**config.mk**
```make
export PLATFORM = sky130hd
export DESIGN_NAME = dla_hld_ram_port_arbiter
export DESIGN_NICKNAME = d
export VERILOG_FILES = /design/src/rtl/dla_hld_ram_arb_pkg.sv /design/src/rtl/dla_hld_ram_rr_arbiter.sv /design/src/rtl/dla_hld_ram_port_arbiter.sv
export SDC_FILE = /design/constraint.sdc
export NUM_CORES = 1
export LEC_CHECK = 0
export ABC_AREA = 1
export CAP_MARGIN = 10
export CORE_ASPECT_RATIO = 2
export CORE_MARGIN = 3
export CORE_UTILIZATION = 38
export DETAILED_ROUTE_END_ITERATION = 7
export PLACE_DENSITY_LB_ADDON = 0.3
export SYNTH_ARGS = -nofsm -noshare
export SYNTH_HDL_FRONTEND = slang
export SYNTH_HIERARCHICAL = 1
export SYNTH_SLANG_ARGS = --single-unit
```
**constraint.sdc**
```tcl
create_clock -name clock -period 2.9 [get_ports clock]
set_input_delay 0.58 -clock clock [delete_from_list [all_inputs] [get_ports clock]]
set_output_delay 0.58 -clock clock [all_outputs]
set_load 0.02 [all_outputs]
```
**src/rtl/dla_hld_ram_arb_pkg.sv**
```systemverilog
// Shared types and helpers for the dla_hld_ram port arbiter.
// tag_t is sized for the largest supported requester count (8).
package dla_hld_ram_arb_pkg;

  localparam int unsigned MaxIdW = 3;

  typedef struct packed {
    logic              valid;
    logic [MaxIdW-1:0] id;
    logic              err;
  } tag_t;

  function automatic int unsigned clog2_floor(input int unsigned n);
    return (n <= 1) ? 1 : $clog2(n);
  endfunction

endpackage

```
**src/rtl/dla_hld_ram_rr_arbiter.sv**
```systemverilog
// Round-robin arbiter: one-hot grant searched upward from a rotating pointer.
module dla_hld_ram_rr_arbiter
  import dla_hld_ram_arb_pkg::*;
#(
  parameter int unsigned NUM_REQ = 2,
  localparam int unsigned IdW = clog2_floor(NUM_REQ)
) (
  input  logic               clock,
  input  logic               sclr,
  input  logic [NUM_REQ-1:0] req,
  output logic [NUM_REQ-1:0] grant,
  output logic               grant_valid,
  output logic [IdW-1:0]     grant_id
);

  logic [IdW-1:0] ptr_q, ptr_d;
  logic [IdW:0]   cand;
  logic           any;
  logic [IdW-1:0] idx;

  // Descending scan so the candidate closest to the pointer wins.
  always_comb begin
    any  = 1'b0;
    idx  = '0;
    cand = '0;
    for (int k = NUM_REQ - 1; k >= 0; k--) begin
      cand = (IdW + 1)'(ptr_q) + (IdW + 1)'(k);
      if (cand >= (IdW + 1)'(NUM_REQ)) cand = cand - (IdW + 1)'(NUM_REQ);
      if (req[cand[IdW-1:0]]) begin
        any = 1'b1;
        idx = cand[IdW-1:0];
      end
    end
  end

  always_comb begin
    grant_valid = any & ~sclr;
    grant_id    = idx;
    grant       = '0;
    if (grant_valid) grant = NUM_REQ'(1) << idx;
    ptr_d = ptr_q;
    if (grant_valid) begin
      ptr_d = (idx == IdW'(NUM_REQ - 1)) ? '0 : idx + IdW'(1);
    end
  end

  always_ff @(posedge clock) begin
    if (sclr) ptr_q <= '0;
    else      ptr_q <= ptr_d;
  end

endmodule

```
**src/rtl/dla_hld_ram_port_arbiter.sv**
```systemverilog
// Shares one logical port of a stitched dla_hld_ram between NUM_REQ requesters,
// routing read responses back through a tag pipe matching the RAM read latency.
module dla_hld_ram_port_arbiter
  import dla_hld_ram_arb_pkg::*;
#(
  parameter int unsigned NUM_REQ      = 2,
  parameter int unsigned DEPTH        = 512,
  parameter int unsigned WIDTH        = 32,
  parameter int unsigned READ_LATENCY = 1,
  localparam int unsigned ADDR = clog2_floor(DEPTH),
  localparam int unsigned ID   = clog2_floor(NUM_REQ)
) (
  input  logic                     clock,
  input  logic                     sclr,
  input  logic [NUM_REQ-1:0]       req_valid,
  output logic [NUM_REQ-1:0]       req_ready,
  input  logic [NUM_REQ-1:0]       req_write,
  input  logic [NUM_REQ*ADDR-1:0]  req_address,
  input  logic [NUM_REQ*WIDTH-1:0] req_writedata,
  output logic [NUM_REQ-1:0]       rsp_valid,
  output logic                     rsp_error,
  output logic [WIDTH-1:0]         rsp_data,
  output logic [ADDR-1:0]          ram_address,
  output logic                     ram_read_enable,
  output logic                     ram_write,
  output logic [WIDTH-1:0]         ram_writedata,
  input  logic [WIDTH-1:0]         ram_readdata,
  output logic [1:0]               outstanding
);

  logic            grant_valid;
  logic [ID-1:0]   grant_id;
  logic            sel_write;
  logic [ADDR-1:0] sel_addr;
  logic [WIDTH-1:0] sel_wdata;
  logic            in_range;
  logic [ADDR-1:0] addr_q;
  logic [WIDTH-1:0] wdata_q;
  logic [1:0]      pipe_count;
  tag_t            issue_tag, out_tag;

  dla_hld_ram_rr_arbiter #(
    .NUM_REQ(NUM_REQ)
  ) u_rr (
    .clock      (clock),
    .sclr       (sclr),
    .req        (req_valid),
    .grant      (req_ready),
    .grant_valid(grant_valid),
    .grant_id   (grant_id)
  );

  always_comb begin
    sel_write = req_write[grant_id];
    sel_addr  = req_address[grant_id*ADDR +: ADDR];
    sel_wdata = req_writedata[grant_id*WIDTH +: WIDTH];
    in_range  = ({1'b0, sel_addr} < (ADDR + 1)'(DEPTH));
  end

  // Address/data hold their last granted value while idle.
  always_ff @(posedge clock) begin
    if (sclr) begin
      addr_q  <= '0;
      wdata_q <= '0;
    end else if (grant_valid) begin
      addr_q  <= sel_addr;
      wdata_q <= sel_wdata;
    end
  end

  always_comb begin
    ram_address     = sclr ? '0 : (grant_valid ? sel_addr : addr_q);
    ram_writedata   = grant_valid ? sel_wdata : wdata_q;
    ram_write       = grant_valid & sel_write & in_range;
    ram_read_enable = grant_valid & ~sel_write & in_range;
  end

  // Out-of-range reads still enter the pipe so error responses keep ordering.
  always_comb begin
    issue_tag       = '0;
    issue_tag.valid = grant_valid & ~sel_write;
    issue_tag.id    = MaxIdW'(grant_id);
    issue_tag.err   = ~in_range;
  end

  if (READ_LATENCY == 0) begin : g_lat0
    assign out_tag    = issue_tag;
    assign pipe_count = 2'd0;
  end else begin : g_pipe
    tag_t pipe_q [READ_LATENCY];

    always_ff @(posedge clock) begin
      if (sclr) begin
        for (int i = 0; i < READ_LATENCY; i++) pipe_q[i] <= '0;
      end else begin
        pipe_q[0] <= issue_tag;
        for (int i = 1; i < READ_LATENCY; i++) pipe_q[i] <= pipe_q[i-1];
      end
    end

    always_comb begin
      pipe_count = '0;
      for (int i = 0; i < READ_LATENCY; i++) pipe_count = pipe_count + 2'(pipe_q[i].valid);
    end

    assign out_tag = pipe_q[READ_LATENCY-1];
  end

  always_comb begin
    rsp_valid = '0;
    rsp_error = 1'b0;
    rsp_data  = '0;
    if (out_tag.valid && !sclr) begin
      rsp_valid = NUM_REQ'(1) << out_tag.id;
      rsp_error = out_tag.err;
      rsp_data  = out_tag.err ? '0 : ram_readdata;
    end
  end

  assign outstanding = sclr ? 2'd0 : pipe_count;

endmodule

```
# Word-level counts from Yosys, hierarchy flattened
# Memory sizes are Yosys's and may differ from the RTL's.
# Cells that the tools add are included.
[word_totals] regBits=42 mem_bits_rw=2 output_inout_bits=82 word_cells=53 memories=1
[memory_table] memory="g_pipe.pipe_q" words=1 word_bits=2 read_ports=1 rd_clocked_by_memory_dff=0 wr=1 line="dla_hld_ram_port_arbiter.sv:90" rtl="tag_t pipe_q [READ_LATENCY];"
[op_classes] add_sub_neg=4 mul=1 order_cmp=5 shifts=4 mux=27 bitwise_logic=5 reduce_logical=3
[op_table] operator="$mux 32" count=3
[op_table] operator="$shiftx 64x7->32" count=1
[op_table] operator="$mux 1" count=19
[op_table] operator="$mux 9" count=2
[op_table] operator="$shiftx 18x6->9" count=1
[op_table] operator="$lt 1x2->1 const B" count=3
[op_table] operator="$mux 2" count=3
[op_table] operator="$mul 1x4->5 const B" count=1
[op_table] operator="$and 1x1->1" count=3
[op_table] operator="$shl 1x3->2 const A" count=1
[op_table] operator="$add 1x1->2 const B" count=1
[op_table] operator="$ge 1x2->1 const B" count=1
[op_table] operator="$ge 2x2->1 const B" count=1
[op_table] operator="$not 1->1" count=2
[op_table] operator="$reduce_or 2->1" count=1
[op_table] operator="$shl 1x1->2 const A" count=1
[op_table] operator="$sub 1x1->1 const B" count=2
[op_table] operator="$add 1x1->1 const B" count=1
[op_table] operator="$logic_and 1x1->1" count=1
[op_table] operator="$logic_not 1->1" count=1

# Logic depth before layout (Yosys ltp)
[logic_depth] ltp_word=12 ltp_mapped=9 mapped_depth_nobuf=7

# Cells and area by module
# Netlist, hierarchy kept.
[modules_own_cells] module="dla_hld_ram_port_arbiter" n_inst=1 cells_each=439 area_per_inst_um2=2791.4 seq_area_each_um2=860.8
[modules_own_cells] module="dla_hld_ram_rr_arbiter" n_inst=1 cells_each=12 area_per_inst_um2=71.3 seq_area_each_um2=20.0

# Least setup slack after synthesis
# No wires, ideal clock.
[synth_timing] path_kind="input to output" startpoint="input sclr" endpoint="output ram_write" t_arrival_ps=1545 required_ps=2320 slack_ps=775 stages=6 n_path_buf=2 cell_sequence="o21bai_1 inv_1 buf_2 buf_2 inv_1 a21oi_1"
[synth_between] elab_chain_len=3
[synth_lines] item="start, declared" line="dla_hld_ram_port_arbiter.sv:14" rtl="input logic sclr,"
[synth_lines] item="$not 1->1" line="dla_hld_ram_rr_arbiter.sv:37" rtl="grant_valid = any & ~sclr;"
[synth_lines] item="$and 1x1->1" line="dla_hld_ram_rr_arbiter.sv:37"
[synth_lines] item="net grant_valid" line="dla_hld_ram_port_arbiter.sv:31" rtl="logic grant_valid;"
[synth_lines] item="$and 1x1->1" line="dla_hld_ram_port_arbiter.sv:74" rtl="ram_write = grant_valid & sel_write & in_range;"
[synth_lines] item="end, declared" line="dla_hld_ram_port_arbiter.sv:25" rtl="output logic ram_write,"
# The timed path passes the listed nets, and every way through them passes these cells.

# Worst setup path after layout
[layout_timing] startpoint="input req_valid[1]" endpoint="output ram_writedata[29]"
[layout_between] elab_chain_len=6
[layout_lines] item="start, declared" line="dla_hld_ram_port_arbiter.sv:15" rtl="input logic [NUM_REQ-1:0] req_valid,"
[layout_lines] item="$mux 1 (not written as such) (2 in a row)" line="dla_hld_ram_rr_arbiter.sv:29" rtl="if (req[cand[IdW-1:0]]) begin"
[layout_lines] item="$mux 1" line="dla_hld_ram_rr_arbiter.sv:29"
[layout_lines] item="$mux 1 (*)" line="dla_hld_ram_rr_arbiter.sv:29"
[layout_lines] item="$and 1x1->1 (*)" line="dla_hld_ram_rr_arbiter.sv:37"
[layout_lines] item="net grant_valid" line="dla_hld_ram_port_arbiter.sv:31"
[layout_lines] item="$mux 32 (*)"
[layout_lines] item="end, declared" line="dla_hld_ram_port_arbiter.sv:26" rtl="output logic [WIDTH-1:0] ram_writedata,"
# The timed path passes the listed nets; every way through them passes the cells marked *. The select of a mux whose other input is x is not followed.

==> results_dict.tcl <==
set metrics [dict create \
    status "completed" \
    final_cell_mix "clkdlybuf4s50_1, nand2_1, inv_1" \
    areaGrowthSynthToFinish_pct 80.20 \
    critPathMaxStageDelay_ns 0.45 \
    final_util_pct 70.99 \
    grt-ovfl-total 0 \
    fmax_mhz 356.5 \
    final_nets 797 \
    layout_commonest_cell "clkdlybuf4s50_1" \
    drt_iter0_drc 105 \
    n_antenna_cell 0 \
    viasPerCell 4.515 \
    cpLargestDelayFamily "buffers and inverters" \
    fill_cells 630 \
    synth_area_per_cell_um2 6.348 \
    setup_viol 0 \
    min_period_over_period_pct 96.74 \
    ys_ff_latch 44 \
    cp_num_buf_inv 5 \
    setup_slack_ns 0.09462 \
    num_rows 44 \
    path_clk_slew_ns 0.06 \
    clock_latency_ns 0.28 \
    synth.yosys.seq_area_share_pct 30.77 \
    grt_max_degree 35 \
    yosysTopAreaCell "dfxtp_1" \
    port_buffers 199 \
    htreeDepth 2 \
    synth_top_area_share_pct 30.77 \
    worstPathRequired_ns 2.32 \
    ir_drop_mv 0.4789 \
    cts_sinks 44 \
    cts_tree "done" \
    arrival_ns 2.23 \
    route.detailed.drc 0 \
    grt_first_pass_wirelength_um 14500 \
    drive_gt1_share_pct 20.68 \
    slew_violations 0 \
    p_per_area_nw_per_um2 373.2 \
    layout_min_cycle_time_ns 2.805 \
    cts_buffers 5 \
    num_vias 3472 \
    leakagePower_nw 2.639 \
    grt_antenna_before_repair 0 \
    post_synth_num_cell_types 19 \
    yosysWarningCount 6 \
    firstDrtPassIters 4 \
    ios 202 \
    initial_core_util_pct 39.39 \
    fp.dieH_um 128.8 \
    core_area_um2 7267 \
    end_kind "primary output" \
    cp_max_fo 33 \
    hpwl_um 7853 \
    die_x_um 67.38 \
    hold_class "reg -> reg" \
    crit_type "in -> out" \
    gp_congestion 0.8193 \
    syn-cell-area_um2 2863 \
    preCtsSetupSlack_ns -0.2433 \
    total_power_mw 1.925 \
    final.setup_skew_ns 0.005763 \
    first_global_vias 3289 \
    ant_nets 0 \
    cts.root.buffer_cell "clkbuf_16" \
    grt_usage_pct 21.80 \
    cap_violations 0 \
    ys_top_cells_by_area "dfxtp_1, nand2_1, nor2_4" \
    wl_um 9454 \
    startpoint_type "primary input" \
    critPathSlowestCell "clkdlybuf4s50_1" \
    worstPathCellList "clkdlybuf4s50_1 -> o21bai_1 -> inv_2 -> buf_12 -> or2_2 -> nand2_1 -> inv_1 -> clkdlybuf4s15_1" \
    finalHoldViolCount 0 \
    wl_per_cell_um 12.29 \
    synth_cells 451 \
    clock_path_buffers 2 \
    die_area_um2 8675 \
]
-- metrics by stage --
step           hold slack, ns  setup TNS [ns]  cells  cell area, µm²
2_1_floorplan          0.4374               0    452            2867
3_3_place_gp           0.4524          -7.571    761            5195
3_5_place_dp           0.4605          -8.625    761            5195
4_1_cts                0.4689               0    768            5289
5_1_grt                0.4913       -0.002707    769            5159
6_report               0.4661               0    769            5159
-- power by group --
part | internal (mW) | total, mW | switching [mW]
registers | 0.652 | 0.663 | 0.0112
logic | 0.372 | 0.728 | 0.356
clock network | 0.312 | 0.534 | 0.222
-- registers in the layout, summed over array words and instances (netlist names) --
name / count
wdata_q: 32
g_pipe.pipe_q: 2
u_rr/ptr_q: 1
addr_q: 9
-- worst register-to-register path, delay by kind of cell (launching register included) --
kind / cells / cell delay [ns]
compound gates: 1 / 0.25
buf+inv: 5 / 0.56
simple gates: 4 / 0.27
flops: 1 / 0.33
-- timing repair --
action,in CTS,in global routing
pin swaps,0,2
setup endpoints to repair,43,43
buffers inserted,0,1
resized for setup,49,79
hold buffers,0,0
-- routing by layer --
layer	GRT usage, %	vias up	share of wire, %
met4	9.211	0	3.2
li1	-	1744	-
met3	6.987	23	11
met2	43.62	160	55
met1	18.19	1545	31
met5	0	-	0
-- cells in the mapped netlist, drive strengths merged --
cell type	instances
nand3	41
nor2	88
nand2	129
dfxtp	44
a21oi	3
clkbuf	7
inv	81
or2	33
nor3	1
o21bai	1
buf	22
conb	1
-- cell type report --
class | instances | area [µm²] | share of cell area (%)
multi-input cells | 298 | 1495 | 28.98
clock inverters | 2 | 12.51 | 0.2425
repair buffers | 247 | 2226 | 43.15
inverters | 81 | 304.0 | 5.894
flip-flops and latches | 44 | 880.8 | 17.07
clock buffers | 5 | 125.1 | 2.425
well taps | 92 | 115.1 | 2.231
-- worst paths after layout --
path,startpoint,to,slack [ns],cells past startpoint
worst min register to register,u_rr/ptr_q,u_rr/ptr_q,0.47,2
worst min-delay path,u_rr/ptr_q,u_rr/ptr_q,0.47,2
worst max register to register,u_rr/ptr_q,wdata_q[5],1.39,10
worst max-delay path,req_valid[1],ram_writedata[29],0.09,8
-- cell families after synthesis --
family                 Yosys count  synth area share [%]
AOI/OAI and AO/OA                4                0.9180
buffers and inverters          110                 17.57
DFF                             44                 30.77
other                            1                0.1310
and+or+nand+nor                292                 50.61
(Power assumes the default switching activity.)
